--- src/rtl/bus_pkg.sv ---
// rtl/bus_pkg.sv - shared address map, peripheral select and read-FSM types for the data bus drivers
package bus_pkg;

    localparam logic [31:0] ADDR_RAM_BASE  = 32'h0000_1000;
    localparam logic [31:0] ADDR_TECLADO   = 32'h0000_2000;
    localparam logic [31:0] ADDR_LED       = 32'h0000_2008;
    localparam logic [31:0] ADDR_7SEG      = 32'h0000_200C;
    localparam logic [31:0] ADDR_TIMER     = 32'h0000_2010;
    localparam logic [31:0] ADDR_CTRL_UART = 32'h0000_2020;
    localparam logic [31:0] ADDR_DATA_UART = 32'h0000_2024;
    localparam logic [31:0] ADDR_CTRL_SPI  = 32'h0000_2100;

    localparam int unsigned RAM_WAIT_MIN = 1;
    localparam int unsigned RAM_WAIT_MAX = 4;

    typedef enum logic [3:0] {
        SEL_NONE,
        SEL_RAM,
        SEL_TECLADO,
        SEL_LED,
        SEL_7SEG,
        SEL_TIMER,
        SEL_CTRL_UART,
        SEL_DATA_UART,
        SEL_CTRL_SPI
    } bus_sel_t;

    typedef enum logic {
        IDLE,
        WAIT
    } rd_state_t;

    // RAM occupies the whole 4 KiB page whose upper 20 address bits match the base.
    function automatic logic is_ram_addr(input logic [31:0] addr);
        return addr[31:12] == ADDR_RAM_BASE[31:12];
    endfunction

endpackage

--- src/rtl/bus_decoder.sv ---
// rtl/bus_decoder.sv - combinational address to peripheral select, shared by the read and write drivers
module bus_decoder
    import bus_pkg::*;
(
    input  logic [31:0] address_i,
    output bus_sel_t    sel_o
);

    always_comb begin
        sel_o = SEL_NONE;
        if (is_ram_addr(address_i)) begin
            sel_o = SEL_RAM;
        end else begin
            case (address_i)
                ADDR_TECLADO:   sel_o = SEL_TECLADO;
                ADDR_LED:       sel_o = SEL_LED;
                ADDR_7SEG:      sel_o = SEL_7SEG;
                ADDR_TIMER:     sel_o = SEL_TIMER;
                ADDR_CTRL_UART: sel_o = SEL_CTRL_UART;
                ADDR_DATA_UART: sel_o = SEL_DATA_UART;
                ADDR_CTRL_SPI:  sel_o = SEL_CTRL_SPI;
                default:        sel_o = SEL_NONE;
            endcase
        end
    end

endmodule

--- src/rtl/bus_driver_lectura.sv ---
// rtl/bus_driver_lectura.sv - read-side bus controller: decode, RAM wait states, registered data and strobes
// Optional macro BUS_READ_ERR_EN: enables err_o and treats misaligned RAM reads as errors.
module bus_driver_lectura
    import bus_pkg::*;
#(
    parameter int unsigned RAM_WAIT     = 1,
    parameter logic [31:0] DEFAULT_DATA = 32'h0000_0000
) (
    input  logic        clk_i,
    input  logic        rst_i,
    input  logic [31:0] address_i,
    input  logic        re_i,
    input  logic [31:0] do_ram_i,
    input  logic [31:0] do_teclado_i,
    input  logic [31:0] do_led_i,
    input  logic [31:0] do_7seg_i,
    input  logic [31:0] do_timer_i,
    input  logic [31:0] do_ctrl_uart_i,
    input  logic [31:0] do_data_uart_i,
    input  logic [31:0] do_ctrl_spi_i,
    output logic [31:0] rdata_o,
    output logic        valid_o,
    output logic        busy_o,
    output logic        re_ram_o,
    output logic        re_data_uart_o,
    output logic        re_teclado_o,
    output logic        err_o
);

    generate
        if (RAM_WAIT < RAM_WAIT_MIN || RAM_WAIT > RAM_WAIT_MAX) begin : g_bad_ram_wait
            $error("bus_driver_lectura: RAM_WAIT must lie in 1..4");
        end
    endgenerate

    localparam logic [2:0] L_RAM_WAIT = 3'(RAM_WAIT);

    rd_state_t   r_state;
    rd_state_t   w_state_next;
    logic [2:0]  r_cnt;
    logic [2:0]  w_cnt_next;
    logic [31:0] r_rdata;
    logic [31:0] w_rdata_next;
    logic        r_valid;
    logic        w_valid_next;
    logic        r_re_data_uart;
    logic        w_re_data_uart_next;
    logic        r_re_teclado;
    logic        w_re_teclado_next;
    logic        w_err_next;

    bus_sel_t    w_sel;
    bus_sel_t    w_sel_eff;
    logic [31:0] w_reg_data;
    logic        w_accept;

    bus_decoder u_bus_decoder (
        .address_i (address_i),
        .sel_o     (w_sel)
    );

`ifdef BUS_READ_ERR_EN
    // A misaligned RAM access is demoted to an unmapped read: no wait states, error pulse.
    assign w_sel_eff = (w_sel == SEL_RAM && address_i[1:0] != 2'b00) ? SEL_NONE : w_sel;
`else
    assign w_sel_eff = w_sel;
`endif

    assign w_accept = (r_state == IDLE) && re_i;

    always_comb begin
        w_reg_data = DEFAULT_DATA;
        case (w_sel_eff)
            SEL_TECLADO:   w_reg_data = do_teclado_i;
            SEL_LED:       w_reg_data = do_led_i;
            SEL_7SEG:      w_reg_data = do_7seg_i;
            SEL_TIMER:     w_reg_data = do_timer_i;
            SEL_CTRL_UART: w_reg_data = do_ctrl_uart_i;
            SEL_DATA_UART: w_reg_data = do_data_uart_i;
            SEL_CTRL_SPI:  w_reg_data = do_ctrl_spi_i;
            default:       w_reg_data = DEFAULT_DATA;
        endcase
    end

    always_comb begin
        w_state_next        = r_state;
        w_cnt_next          = r_cnt;
        w_rdata_next        = r_rdata;
        w_valid_next        = 1'b0;
        w_re_data_uart_next = 1'b0;
        w_re_teclado_next   = 1'b0;
        w_err_next          = 1'b0;
        case (r_state)
            IDLE: begin
                if (w_accept) begin
                    if (w_sel_eff == SEL_RAM) begin
                        w_state_next = WAIT;
                        w_cnt_next   = L_RAM_WAIT;
                    end else begin
                        w_rdata_next        = w_reg_data;
                        w_valid_next        = 1'b1;
                        w_re_data_uart_next = (w_sel_eff == SEL_DATA_UART);
                        w_re_teclado_next   = (w_sel_eff == SEL_TECLADO);
                        w_err_next          = (w_sel_eff == SEL_NONE);
                    end
                end
            end
            WAIT: begin
                w_cnt_next = r_cnt - 3'd1;
                if (r_cnt == 3'd1) begin
                    w_rdata_next = do_ram_i;
                    w_valid_next = 1'b1;
                    w_state_next = IDLE;
                end
            end
            default: begin
                w_state_next = IDLE;
                w_cnt_next   = 3'd0;
            end
        endcase
    end

    always_ff @(posedge clk_i) begin
        if (rst_i) begin
            r_state        <= IDLE;
            r_cnt          <= 3'd0;
            r_rdata        <= 32'h0;
            r_valid        <= 1'b0;
            r_re_data_uart <= 1'b0;
            r_re_teclado   <= 1'b0;
        end else begin
            r_state        <= w_state_next;
            r_cnt          <= w_cnt_next;
            r_rdata        <= w_rdata_next;
            r_valid        <= w_valid_next;
            r_re_data_uart <= w_re_data_uart_next;
            r_re_teclado   <= w_re_teclado_next;
        end
    end

`ifdef BUS_READ_ERR_EN
    logic r_err;

    always_ff @(posedge clk_i) begin
        if (rst_i) begin
            r_err <= 1'b0;
        end else begin
            r_err <= w_err_next;
        end
    end

    assign err_o = r_err;
`else
    logic w_err_unused;
    assign w_err_unused = w_err_next;
    assign err_o        = 1'b0;
`endif

    assign rdata_o        = r_rdata;
    assign valid_o        = r_valid;
    assign busy_o         = (r_state == WAIT);
    assign re_ram_o       = (r_state == WAIT);
    assign re_data_uart_o = r_re_data_uart;
    assign re_teclado_o   = r_re_teclado;

endmodule

--- config.mk ---
export PLATFORM = sky130hd
export DESIGN_NAME = bus_driver_lectura
export DESIGN_NICKNAME = d
export VERILOG_FILES = /design/src/rtl/bus_pkg.sv /design/src/rtl/bus_decoder.sv /design/src/rtl/bus_driver_lectura.sv
export SDC_FILE = /design/constraint.sdc
export NUM_CORES = 1
export LEC_CHECK = 0
export ABC_AREA = 1
export BUFFER_PORTS_ARGS = -buffer_cell sky130_fd_sc_hd__buf_2
export CAP_MARGIN = 0
export CORE_AREA = 5 5 125 127
export CTS_BUF_LIST = sky130_fd_sc_hd__clkbuf_4 sky130_fd_sc_hd__clkbuf_8
export CTS_CLUSTER_SIZE = 24
export DETAILED_ROUTE_END_ITERATION = 10
export DIE_AREA = 0 0 130 132
export GPL_ROUTABILITY_DRIVEN = 0
export HOLD_SLACK_MARGIN = 0.08
export SLEW_MARGIN = 30
export SYNTH_ARGS = -nofsm -noshare
export SYNTH_HDL_FRONTEND = slang
export SYNTH_SLANG_ARGS = --single-unit
--- constraint.sdc ---
create_clock -name clk_i -period 2.1 [get_ports clk_i]
set_input_delay 0.105 -clock clk_i [delete_from_list [all_inputs] [get_ports clk_i]]
set_output_delay 0.105 -clock clk_i [all_outputs]
set_load 0.05 [all_outputs]
# Word-level counts from Yosys, hierarchy flattened

Cells that the tools add are included.

Register bits: 39
Input port bits: 291
Output and inout port bits: 38
Logic and storage cells: 52

Add/subtract/negate cells: 1
Equal/unequal tests: 21
Mux-type cells: 18
Bitwise gates (word level): 2
Reduce and logical (&&, ||, !) cells: 4

Operator list:

| cell                                                                    | number |
|---|---|
| 32-bit by 14-bit == test with 1-bit output, second input constant       | 7 |
| 32-bit case mux with 7 select lines                                     | 1 |
| 32-bit two-way mux                                                      | 3 |
| 32-bit case mux with 2 select lines                                     | 1 |
| 4-bit case mux with 7 select lines                                      | 1 |
| 20-bit by 1-bit == test with 1-bit output, second input constant        | 1 |
| 4-bit by 3-bit == test with 1-bit output, second input constant         | 4 |
| 4-bit by 2-bit == test with 1-bit output, second input constant         | 2 |
| 1-bit two-way mux                                                       | 6 |
| 3-bit two-way mux                                                       | 2 |
| 3-bit case mux with 2 select lines                                      | 1 |
| 4-bit by 1-bit == test with 1-bit output, second input constant         | 1 |
| 4-bit == test, second input constant                                    | 1 |
| 4-bit two-way mux                                                       | 1 |
| 2-bit by 1-bit inequality test with 1-bit output, second input constant | 2 |
| 2-bit inequality test, second input constant                            | 2 |
| 1-bit case mux with 2 select lines                                      | 2 |
| 4-bit OR reduction                                                      | 1 |
| 3-bit by 1-bit == test with 1-bit output, second input constant         | 1 |
| 3-bit AND reduction                                                     | 1 |
| 3-bit by 1-bit subtractor with 3-bit output, second input constant      | 1 |
| 1-bit inverter                                                          | 2 |
| 2-bit AND reduction                                                     | 1 |
| 1-bit logical AND                                                       | 1 |

# Logic depth before layout (Yosys ltp)

Gate-level depths: netlist (run 1).

Word-level depth: 8
Gate-level depth with buffers: 15

# Modules after synthesis

From an unflattened synthesis (run 1), not the netlist that was laid out.

Cell total of the unflattened synthesis: 802
Area, all modules: 4314.1 um^2

By module, submodules not included:

| module             | times used | cells an instance | area each (um^2) | seq. area each (um^2) |
|---|---|---|---|---|
| bus_driver_lectura | 1          | 723               | 3963.8           | 780.7 |
| bus_decoder        | 1          | 79                | 350.3            | 0.0 |

# Worst setup path after synthesis (run 1)

OpenSTA, ideal clock, no wires.

Path kind: register to register
From: reg r_state (netlist: busy_o)
To: reg r_rdata[13] (netlist: rdata_o[13])
Arrival time: 1.856 ns
Required time: 2.031 ns
Slack: 0.175 ns
Cell stages (with the launch flop): 11
Path buffers: 2
Period minus slack after synthesis: 1.925 ns
Cells stage by stage: dfxtp_1 -> clkbuf_1 -> clkinv_1 -> nand2_1 -> inv_2 -> nand2_1 -> nand2_2 -> inv_2 -> buf_2 -> nand2_1 -> a21oi_2

Cells in the longest elaborated chain, start to end: 4
Elaborated cells between the ends (all ways): 7

RTL lines:

| item                            | RTL line                  | text |
|---|---|---|
| from (decl)                     | bus_driver_lectura.sv:38  | `rd_state_t r_state;` |
| from (signal assigned)          | bus_driver_lectura.sv:132 | `r_state <= w_state_next;` |
| 1-bit inverter                  | --                        |  |
| 1-bit logical AND               | bus_driver_lectura.sv:69  | `assign w_accept = (r_state == IDLE) && re_i;` |
| 2-bit inequality test (no line) | --                        |  |
| 3-bit AND reduction (no line)   | --                        |  |
| to (signal assigned)            | bus_driver_lectura.sv:134 | `r_rdata <= w_rdata_next;` |
| to (decl)                       | bus_driver_lectura.sv:42  | `logic [31:0] r_rdata;` |

Parallel ways exist; a longest one is shown, timed or not.
A chain may end at the register's enable or synchronous reset.

# Final worst setup path (run 1)

From: reg r_state (netlist: busy_o)
To: reg r_rdata[5] (netlist: rdata_o[5])

The elaborated chain is that of the path after synthesis.

==> results of run 1 <==
==> per-layer routing <==
metal,share of wire (%),track usage [%],vias to the layer above
li1,-,-,3107
met1,36,25.29,2714
met2,52,44.87,300
met3,9.3,4.781,32
met4,2.1,5.427,0
met5,0,0,-
==> worst min-delay path, delay by kind of cell <==
| family | cells | cell delay (ps) |
|---|---|---|
| AOI/OAI and AO/OA | 2 | 160 |
| buffers and inverters | 1 | 80 |
==> per-stage QoR <==
| stage | worst slack [ps] | area [um2] | std cells | hold WS, ps |
|---|---|---|---|---|
| 5_1_grt | 300.0 | 6082 | 1238 | 97.11 |
| 3_5_place_dp | 198.8 | 5962 | 1229 | 384.6 |
| 6_report | 469.1 | 6082 | 1238 | 83.76 |
| 2_1_floorplan | 174.9 | 4208 | 755 | 272.2 |
| 3_3_place_gp | 219.2 | 5962 | 1229 | 376.7 |
| 4_1_cts | 502.2 | 6080 | 1237 | 81.58 |
==> power breakdown <==
part / internal [W] / switching [W] / leakage (nW)
Combinational: 0.000226 / 0.000225 / 2.98
Sequential: 0.000754 / 0.00000778 / 0.317
Clock: 0.000385 / 0.000282 / 0.0612
Total: 0.00137 / 0.000515 / 3.36
==> cell usage after synthesis (all sizes together) <==
cell      n
or2       1
nand4    18
ha        2
o21ai    33
nand2   190
nand3b    1
o211ai    1
clkbuf   10
a21oi    52
and2      1
inv      47
conb      1
a31oi     1
nor2     80
nand3   224
clkinv    1
nor3      2
buf      51
dfxtp    39
==> cells by family after synthesis <==
group	share of synthesized area, %
buffers and inverters	13.14
and+or+nand+nor	56.82
AOI/OAI and AO/OA	10.79
adders and majority gates	0.5946
other	0.08912
DFF	18.55
==> registers in the layout, summed over array words and instances, names as in the netlist <==
name / count
rdata_o: 32
re_data_uart_o: 1
busy_o: 1
re_teclado_o: 1
valid_o: 1
r_cnt: 3
==> placed cells by master (no fill, tap or decap), types with 8 or more instances in the layout <==
cell,Yosys,final
sky130_fd_sc_hd__a21oi_1,48,48
sky130_fd_sc_hd__inv_1,42,42
sky130_fd_sc_hd__buf_4,22,18
sky130_fd_sc_hd__buf_2,25,327
sky130_fd_sc_hd__nor2_2,10,9
sky130_fd_sc_hd__nand3_1,224,224
sky130_fd_sc_hd__nor2_1,62,62
sky130_fd_sc_hd__nor2_4,7,8
sky130_fd_sc_hd__nand4_1,18,18
sky130_fd_sc_hd__nand2_1,186,186
sky130_fd_sc_hd__o21ai_0,31,31
sky130_fd_sc_hd__dfxtp_1,39,39
==> final timing paths <==
check | from | cells after the start | slack [ps] | to
setup / recovery | busy_o | 10 | 470 | rdata_o[5]
hold / removal | do_ram_i[15] | 3 | 80 | rdata_o[15]
setup reg to reg | busy_o | 10 | 470 | rdata_o[5]
hold reg to reg | rdata_o[20] | 2 | 470 | rdata_o[20]
==> area by class of cell <==
type | count | area (um2) | share of cell area [%]
multi-input combinational | 607 | 2879 | 47.34
timing repair buffer | 351 | 1892 | 31.10
sequential | 39 | 780.7 | 12.84
tap | 184 | 230.2 | 3.785
inverter | 48 | 180.2 | 2.962
clock buffer | 6 | 82.58 | 1.358
clock inverter | 2 | 35.03 | 0.5760
antenna | 1 | 2.502 | 0.04114
==> results.rst, run 1 <==
.. list-table::
   :header-rows: 1

   * - Metric
     - Value
   * - Status
     - finished, final reports clean
   * - Post-synth net total
     - 1048
   * - CTS Buffer Depth
     - 2
   * - First-pass GRT wire length
     - 31560 um
   * - Overall track demand over capacity in global routing
     - 23.20%
   * - Area enclosed by the die boundary
     - 17160 um2
   * - Worst setup EP type
     - flop
   * - Kind of launch point of the worst setup path
     - flop
   * - Most prevalent standard cell on the critical path
     - sky130_fd_sc_hd__nand2_1
   * - Via count of the first global-routing pass
     - 5909
   * - I/O pin count
     - 329
   * - Unrepaired setup endpoints after global routing
     - false
   * - Setup-failing EPs final
     - 0
   * - Number of max-cap violations
     - 0
   * - Overall power consumption
     - 0.001880 W
   * - GRT overflow
     - 0
   * - Largest voltage drop on the vdd net
     - 0.3079 mV
   * - Required time of the worst setup path
     - 2320 ps
   * - Filler Cells Inserted
     - 1662
   * - Summed negative setup slack over all endpoints
     - 0 ps
   * - Slew Limit Fails
     - 0
   * - Resized Gates After CTS
     - 0
   * - Number of unique standard cell types used by synthesis
     - 29
   * - Share of the core filled with cells in the final layout
     - 42.49%
   * - Routed len/inst
     - 17.07 um
   * - Worst min path class
     - input port to flop
   * - Count of synthesis-stage warnings from yosys
     - 0
   * - Setup clock skew after layout
     - 6.179 ps
   * - Area share of the largest cell type after synthesis
     - 26.64%
   * - Count of mapped cells out of synthesis
     - 755
   * - Maximum clock frequency
     - 0.6132 GHz
   * - Worst path slowest cell
     - sky130_fd_sc_hd__dfxtp_1
   * - Die W
     - 130 um
   * - Kind of critical path
     - flop to flop
   * - Number of buffers inserted by hold repair at cts
     - 0
   * - Cell chain of the critical path
     - buf_4 -> clkinv_1 -> nand2_1 -> inv_2 -> nand2_1 -> nand2_2 -> inv_2 -> buf_4 -> nand2_1 -> a21oi_2
   * - Total half-perimeter wirelength after legalization and detailed placement
     - 17230 um
   * - Arrival time of the worst setup path
     - 1850 ps
   * - Cell type with the highest aggregate area in the netlist
     - sky130_fd_sc_hd__nand3_1
   * - Buffers on Ports
     - 327
   * - Total length of routed wires
     - 21130 um
   * - Buffering stage count on the worst path with inverters included
     - 5
   * - DR DRC count
     - 0
   * - Vias per cell
     - 4.970
   * - Largest net degree at the start of global routing
     - 63
   * - DIE HEIGHT
     - 132 um
   * - TritonCTS clock tree
     - built
   * - Sequential area share after synthesis
     - 18.55%
   * - Summed instance area of the synthesized netlist
     - 4208 um2
   * - Num CTS Buffers
     - 5
   * - Area contributors post-synth
     - sky130_fd_sc_hd__nand3_1 (27%), sky130_fd_sc_hd__dfxtp_1 (19%), sky130_fd_sc_hd__nand2_1 (17%), sky130_fd_sc_hd__a21oi_1 (5.7%), sky130_fd_sc_hd__nor2_1 (5.5%)
   * - Remaining antenna violation count
     - 0
   * - Clock root buffer
     - sky130_fd_sc_hd__clkbuf_8
   * - Num Clock Sinks
     - 39
   * - Area growth from synthesis to layout
     - 44.54%
   * - Number of iterations in the first detailed-routing pass
     - 5
   * - Initial cell density of the core
     - 29.40%
   * - Total number of H-tree levels
     - 2
   * - DR iter-0 viols
     - 379
   * - Minimum clock period after layout
     - 1631 ps
   * - Count of standard-cell rows
     - 44
   * - Post-route clock period utilization
     - 77.66%
   * - Clk_lat worst skew
     - 290 ps
   * - CP peak stage delay
     - 360 ps
   * - Core box area
     - 14310 um2
   * - Layout cells sized above 1
     - 37.13%
   * - Number of failing hold endpoints at the final stage
     - 0
   * - Pwr per Cell Area
     - 309.1 nW/um2
   * - Post-synthesis sequential element count
     - 39
   * - Mapped Avg Cell Area
     - 5.573 um2
   * - Worst-path clk slew
     - 80 ps
   * - Initial antenna violation count
     - 2
   * - CP max FO
     - 23
   * - Total number of vias
     - 6153
   * - Number of nets in the final layout
     - 1345
   * - Kind of cell adding the most delay to the critical path
     - buffers and inverters
   * - Number of buffers added for setup after CTS
     - 0
   * - Static leakage
     - 3.360 nW
(Power assumes the default switching activity.)
==> inputs of run 2 (changes only) <==
Settings changed: ABC_AREA 1 to 0, PLACE_DENSITY from default to 0.67.
Clock period 2.1 ns to 1.7 ns, I/O delays scaled along.
==> run 2 against run 1 <==
Critical path type unchanged. Register-to-register slack worse by 600 ps. Critical path depth shrank 5. Sequential power is 20% higher. Power increased by 37%. Synthesized cell count decreased by 35%. Global-route usage shrank 0.40 points. Cell count shrank 19%. Sequential share of layout area is 1.6 points lower. The run now ends with negative setup slack left. Via count is 10% lower. Wire length decreased by 3.4%. Design area grew 15%. Worst hold slack better by 29 ps.
==> results.rst, run 2 <==
.. list-table::
   :header-rows: 1

   * - Metric
     - Value
   * - Area enclosed by the die boundary
     - 17160 um2 (unchanged)
   * - Non-filler instance count after layout
     - 1008 (was 1238)
   * - Sequential area share after synthesis
     - 16.56% (was 18.55%)
   * - Most frequent cells in the layout
     - sky130_fd_sc_hd__buf_2 (327), sky130_fd_sc_hd__buf_4 (39), sky130_fd_sc_hd__inv_1 (38), sky130_fd_sc_hd__dfxtp_1 (38), sky130_fd_sc_hd__a21oi_1 (37) (was sky130_fd_sc_hd__buf_2 (327), sky130_fd_sc_hd__nand3_1 (224), sky130_fd_sc_hd__nand2_1 (186), sky130_fd_sc_hd__nor2_1 (62), sky130_fd_sc_hd__a21oi_1 (48))
   * - Number of nets in the final layout
     - 1114 (was 1345)
   * - Num CTS Buffers
     - 5 (unchanged)
   * - DR iter-0 viols
     - 316 (was 379)
   * - Total length of routed wires
     - 20420 um (was 21130 um)
   * - Via count of the first global-routing pass
     - 5696 (was 5909)
   * - Buffers on Ports
     - 327 (unchanged)
   * - Commonest non-fill, non-tap cell in the layout
     - sky130_fd_sc_hd__buf_2 (unchanged)
   * - Largest register FFs
     - 32 (unchanged)
   * - Total number of vias
     - 5527 (was 6153)
   * - Most instantiated cells after synthesis
     - sky130_fd_sc_hd__dfxtp_1 (39), sky130_fd_sc_hd__inv_1 (38), sky130_fd_sc_hd__a21oi_1 (37) (was sky130_fd_sc_hd__nand3_1 (224), sky130_fd_sc_hd__nand2_1 (186), sky130_fd_sc_hd__nor2_1 (62))
   * - Unrepaired setup endpoints after global routing
     - true (was false)
   * - Worst setup EP type
     - flop (unchanged)
   * - Total number of H-tree levels
     - 2 (unchanged)
   * - Violations in the final reports
     - negative setup slack
   * - Total half-perimeter wirelength after legalization and detailed placement
     - 16490 um (was 17230 um)
   * - Overall power consumption
     - 0.002578 W (was 0.001880 W)
   * - Number of buffers inserted by hold repair at cts
     - 0 (unchanged)
   * - Kind of launch point of the worst setup path
     - flop (unchanged)
   * - Overall track demand over capacity in global routing
     - 22.80% (was 23.20%)
   * - Setup-failing EPs final
     - 32 (was 0)
   * - Clock root buffer
     - sky130_fd_sc_hd__clkbuf_8 (unchanged)
   * - Largest net degree at the start of global routing
     - 70 (was 63)
   * - Minimum clock period after layout
     - 1831 ps (was 1631 ps)
   * - CP peak stage delay
     - 480 ps (was 360 ps)
   * - Setup clock skew after layout
     - 13.42 ps (was 6.179 ps)
   * - Post-synthesis sequential element count
     - 39 (unchanged)
   * - Maximum clock frequency
     - 0.5461 GHz (was 0.6132 GHz)
   * - Peak-usage layer in the global routing report
     - met2 (unchanged)
   * - Largest voltage drop on the vdd net
     - 0.2475 mV (was 0.3079 mV)
   * - Instance area at placement
     - 6868 um2 (was 5962 um2)
   * - Static leakage
     - 3.169 nW (was 3.360 nW)
   * - Post-route clock period utilization
     - 107.7% (was 77.66%)
   * - Summed instance area of the synthesized netlist
     - 4713 um2 (was 4208 um2)
   * - Count of standard-cell rows
     - 44 (unchanged)
   * - Number of max-cap violations
     - 0 (unchanged)
   * - Async set-reset flop share out of synthesis
     - 0% (unchanged)
   * - Count of mapped cells out of synthesis
     - 493 (was 755)
   * - Arrival time of the worst setup path
     - 2050 ps (was 1850 ps)
   * - Number of unique standard cell types used by synthesis
     - 51 (was 29)
   * - Worst slew pin tran
     - 598.4 ps
   * - Post-synth net total
     - 786 (was 1048)
   * - Kind of critical path
     - flop to flop (unchanged)
   * - Met2 track demand over resource in global routing
     - 38.37% (was 44.87%)
   * - Status
     - complete, but fails checks (was finished, final reports clean)
   * - Vias per cell
     - 5.483 (was 4.970)
   * - Post-route cell area
     - 7007 um2 (was 6082 um2)
   * - Worst path slowest cell
     - sky130_fd_sc_hd__or4_4 (was sky130_fd_sc_hd__dfxtp_1)
   * - Cell chain of the critical path
     - nand2b_4 -> or3_4 -> or4_4 -> buf_12 -> o31ai_2 (was buf_4 -> clkinv_1 -> nand2_1 -> inv_2 -> nand2_1 -> nand2_2 -> inv_2 -> buf_4 -> nand2_1 -> a21oi_2)
   * - Layout cells sized above 1
     - 60.46% (was 37.13%)
   * - DIE HEIGHT
     - 132 um (unchanged)
   * - Routed len/inst
     - 20.26 um (was 17.07 um)
   * - Summed negative setup slack over all endpoints
     - -3491 ps (was 0 ps)
   * - DR DRC count
     - 0 (unchanged)
   * - TritonCTS clock tree
     - built (unchanged)
   * - Initial antenna violation count
     - 2 (unchanged)
   * - Worst min path class
     - input port to flop (unchanged)
   * - First-pass GRT wire length
     - 31230 um (was 31560 um)
   * - Number of iterations in the first detailed-routing pass
     - 6 (was 5)
   * - CTS Buffer Depth
     - 2 (unchanged)
   * - Area growth from synthesis to layout
     - 48.66% (was 44.54%)
   * - Dpl cells
     - 996 (was 1229)
   * - Routing usage on met1
     - 30.15% (was 25.29%)
   * - Die W
     - 130 um (unchanged)
   * - Post-route setup slack
     - -131.2 ps (was 469.1 ps)
   * - Worst-path clk slew
     - 90 ps (was 80 ps)
   * - Most frequently used cell type in the post-synthesis netlist
     - sky130_fd_sc_hd__dfxtp_1 (was sky130_fd_sc_hd__nand3_1)
   * - Count of synthesis-stage warnings from yosys
     - 0 (unchanged)
   * - Rel. slew slack
     - 60.10%
   * - Area contributors post-synth
     - sky130_fd_sc_hd__dfxtp_1 (17%), sky130_fd_sc_hd__a221oi_2 (9.6%), sky130_fd_sc_hd__mux2_4 (9.6%), sky130_fd_sc_hd__o31ai_2 (7.7%), sky130_fd_sc_hd__a221o_1 (7.0%) (was sky130_fd_sc_hd__nand3_1 (27%), sky130_fd_sc_hd__dfxtp_1 (19%), sky130_fd_sc_hd__nand2_1 (17%), sky130_fd_sc_hd__a21oi_1 (5.7%), sky130_fd_sc_hd__nor2_1 (5.5%))
   * - Pwr per Cell Area
     - 368.0 nW/um2 (was 309.1 nW/um2)
   * - Kind of cell adding the most delay to the critical path
     - simple AND/OR/NAND/NOR gates (was buffers and inverters)
   * - Number of failing hold endpoints at the final stage
     - 0 (unchanged)
   * - Slew Limit Fails
     - 0 (unchanged)
   * - Core box area
     - 14310 um2 (unchanged)
   * - Initial cell density of the core
     - 32.93% (was 29.40%)
   * - Buffering stage count on the worst path with inverters included
     - 1 (was 5)
   * - Remaining antenna violation count
     - 0 (unchanged)
   * - Count of flip-flops with a built-in enable after synthesis
     - 0 (unchanged)
   * - CP max FO
     - 19 (was 23)
   * - Main synth FF type
     - sky130_fd_sc_hd__dfxtp_1 (unchanged)
   * - Cell type with the highest aggregate area in the netlist
     - sky130_fd_sc_hd__dfxtp_1 (was sky130_fd_sc_hd__nand3_1)
   * - Num Clock Sinks
     - 39 (unchanged)
   * - Required time of the worst setup path
     - 1920 ps (was 2320 ps)
   * - I/O pin count
     - 329 (unchanged)
   * - GRT overflow
     - 0 (unchanged)
   * - Clk_lat worst skew
     - 310 ps (was 290 ps)
   * - Met3 usage
     - 4.295% (was 4.781%)
   * - Area share of the largest cell type after synthesis
     - 16.56% (was 26.64%)
   * - Worst slack at placement
     - -423.2 ps (was 198.8 ps)
   * - Mapped Avg Cell Area
     - 9.560 um2 (was 5.573 um2)
-- run 2: report_power, final --
group          internal [W]  leakage [nW]  switching (W)
combinational      0.000530          2.81       0.000443
clock              0.000287        0.0402       0.000405
sequential         0.000912         0.315    0.000000208
total               0.00173          3.17       0.000849
-- run 2: path summary, 6_finish.rpt --
check	start	slack [ps]	endpoint	depth (start not counted)
setup / recovery	busy_o	-130	rdata_o[29]	5
hold / removal	address_i[6]	110	re_teclado_o	4
hold reg to reg	r_cnt[1]	500	r_cnt[1]	2
setup reg to reg	busy_o	-130	rdata_o[29]	5
-- run 2: area by class of cell --
cell class	count	area, um2
fillers	1408	7307
multi-input cells	356	3547
repair buffers	380	2205
flip-flops and latches	39	784.5
well taps	184	230.2
inverters	39	146.4
clock buffers	5	68.82
clock inverters	3	20.02
diodes	2	5.005
-- run 2: worst reg2reg max path, stage by stage (launching register included) --
cell	delay [ps]
sky130_fd_sc_hd__dfxtp_4	350
sky130_fd_sc_hd__nand2b_4	130
sky130_fd_sc_hd__or3_4	410
sky130_fd_sc_hd__or4_4	480
sky130_fd_sc_hd__buf_12	200
sky130_fd_sc_hd__o31ai_2	190
-- run 2: routing by layer --
metal	part of all wire (%)	wire, um	up-vias
met5	0	0	-
met1	43	8753	2600
met3	7.6	1554	18
met4	1.4	280	0
li1	-	-	2681
met2	48	9835	228
-- run 2: kinds of logic after synthesis --
family	count (synthesis)	synth area share, %
flip-flops	39	16.56
AO/OA/AOI/OAI	209	43.14
adder cells (fa/ha/maj)	2	0.5308
AND/OR/NAND/NOR	79	12.66
buffers and inverters	98	9.981
multiplexers	65	17.04
other	1	0.07956
-- run 2: metrics by stage --
step	util (%)	hold WS [ps]
2_1_floorplan	-	261.4
3_5_place_dp	47.98	432.5
4_1_cts	48.76	94.28
3_3_place_gp	47.98	431.2
6_report	48.95	112.8
5_1_grt	48.95	114.6
-- run 2: timing repair --
item | CTS | global route
setup endpoints to repair | 32 | 32
buffers inserted | 2 | 0
pin swaps | 0 | 0
resized for setup | 2 | 4
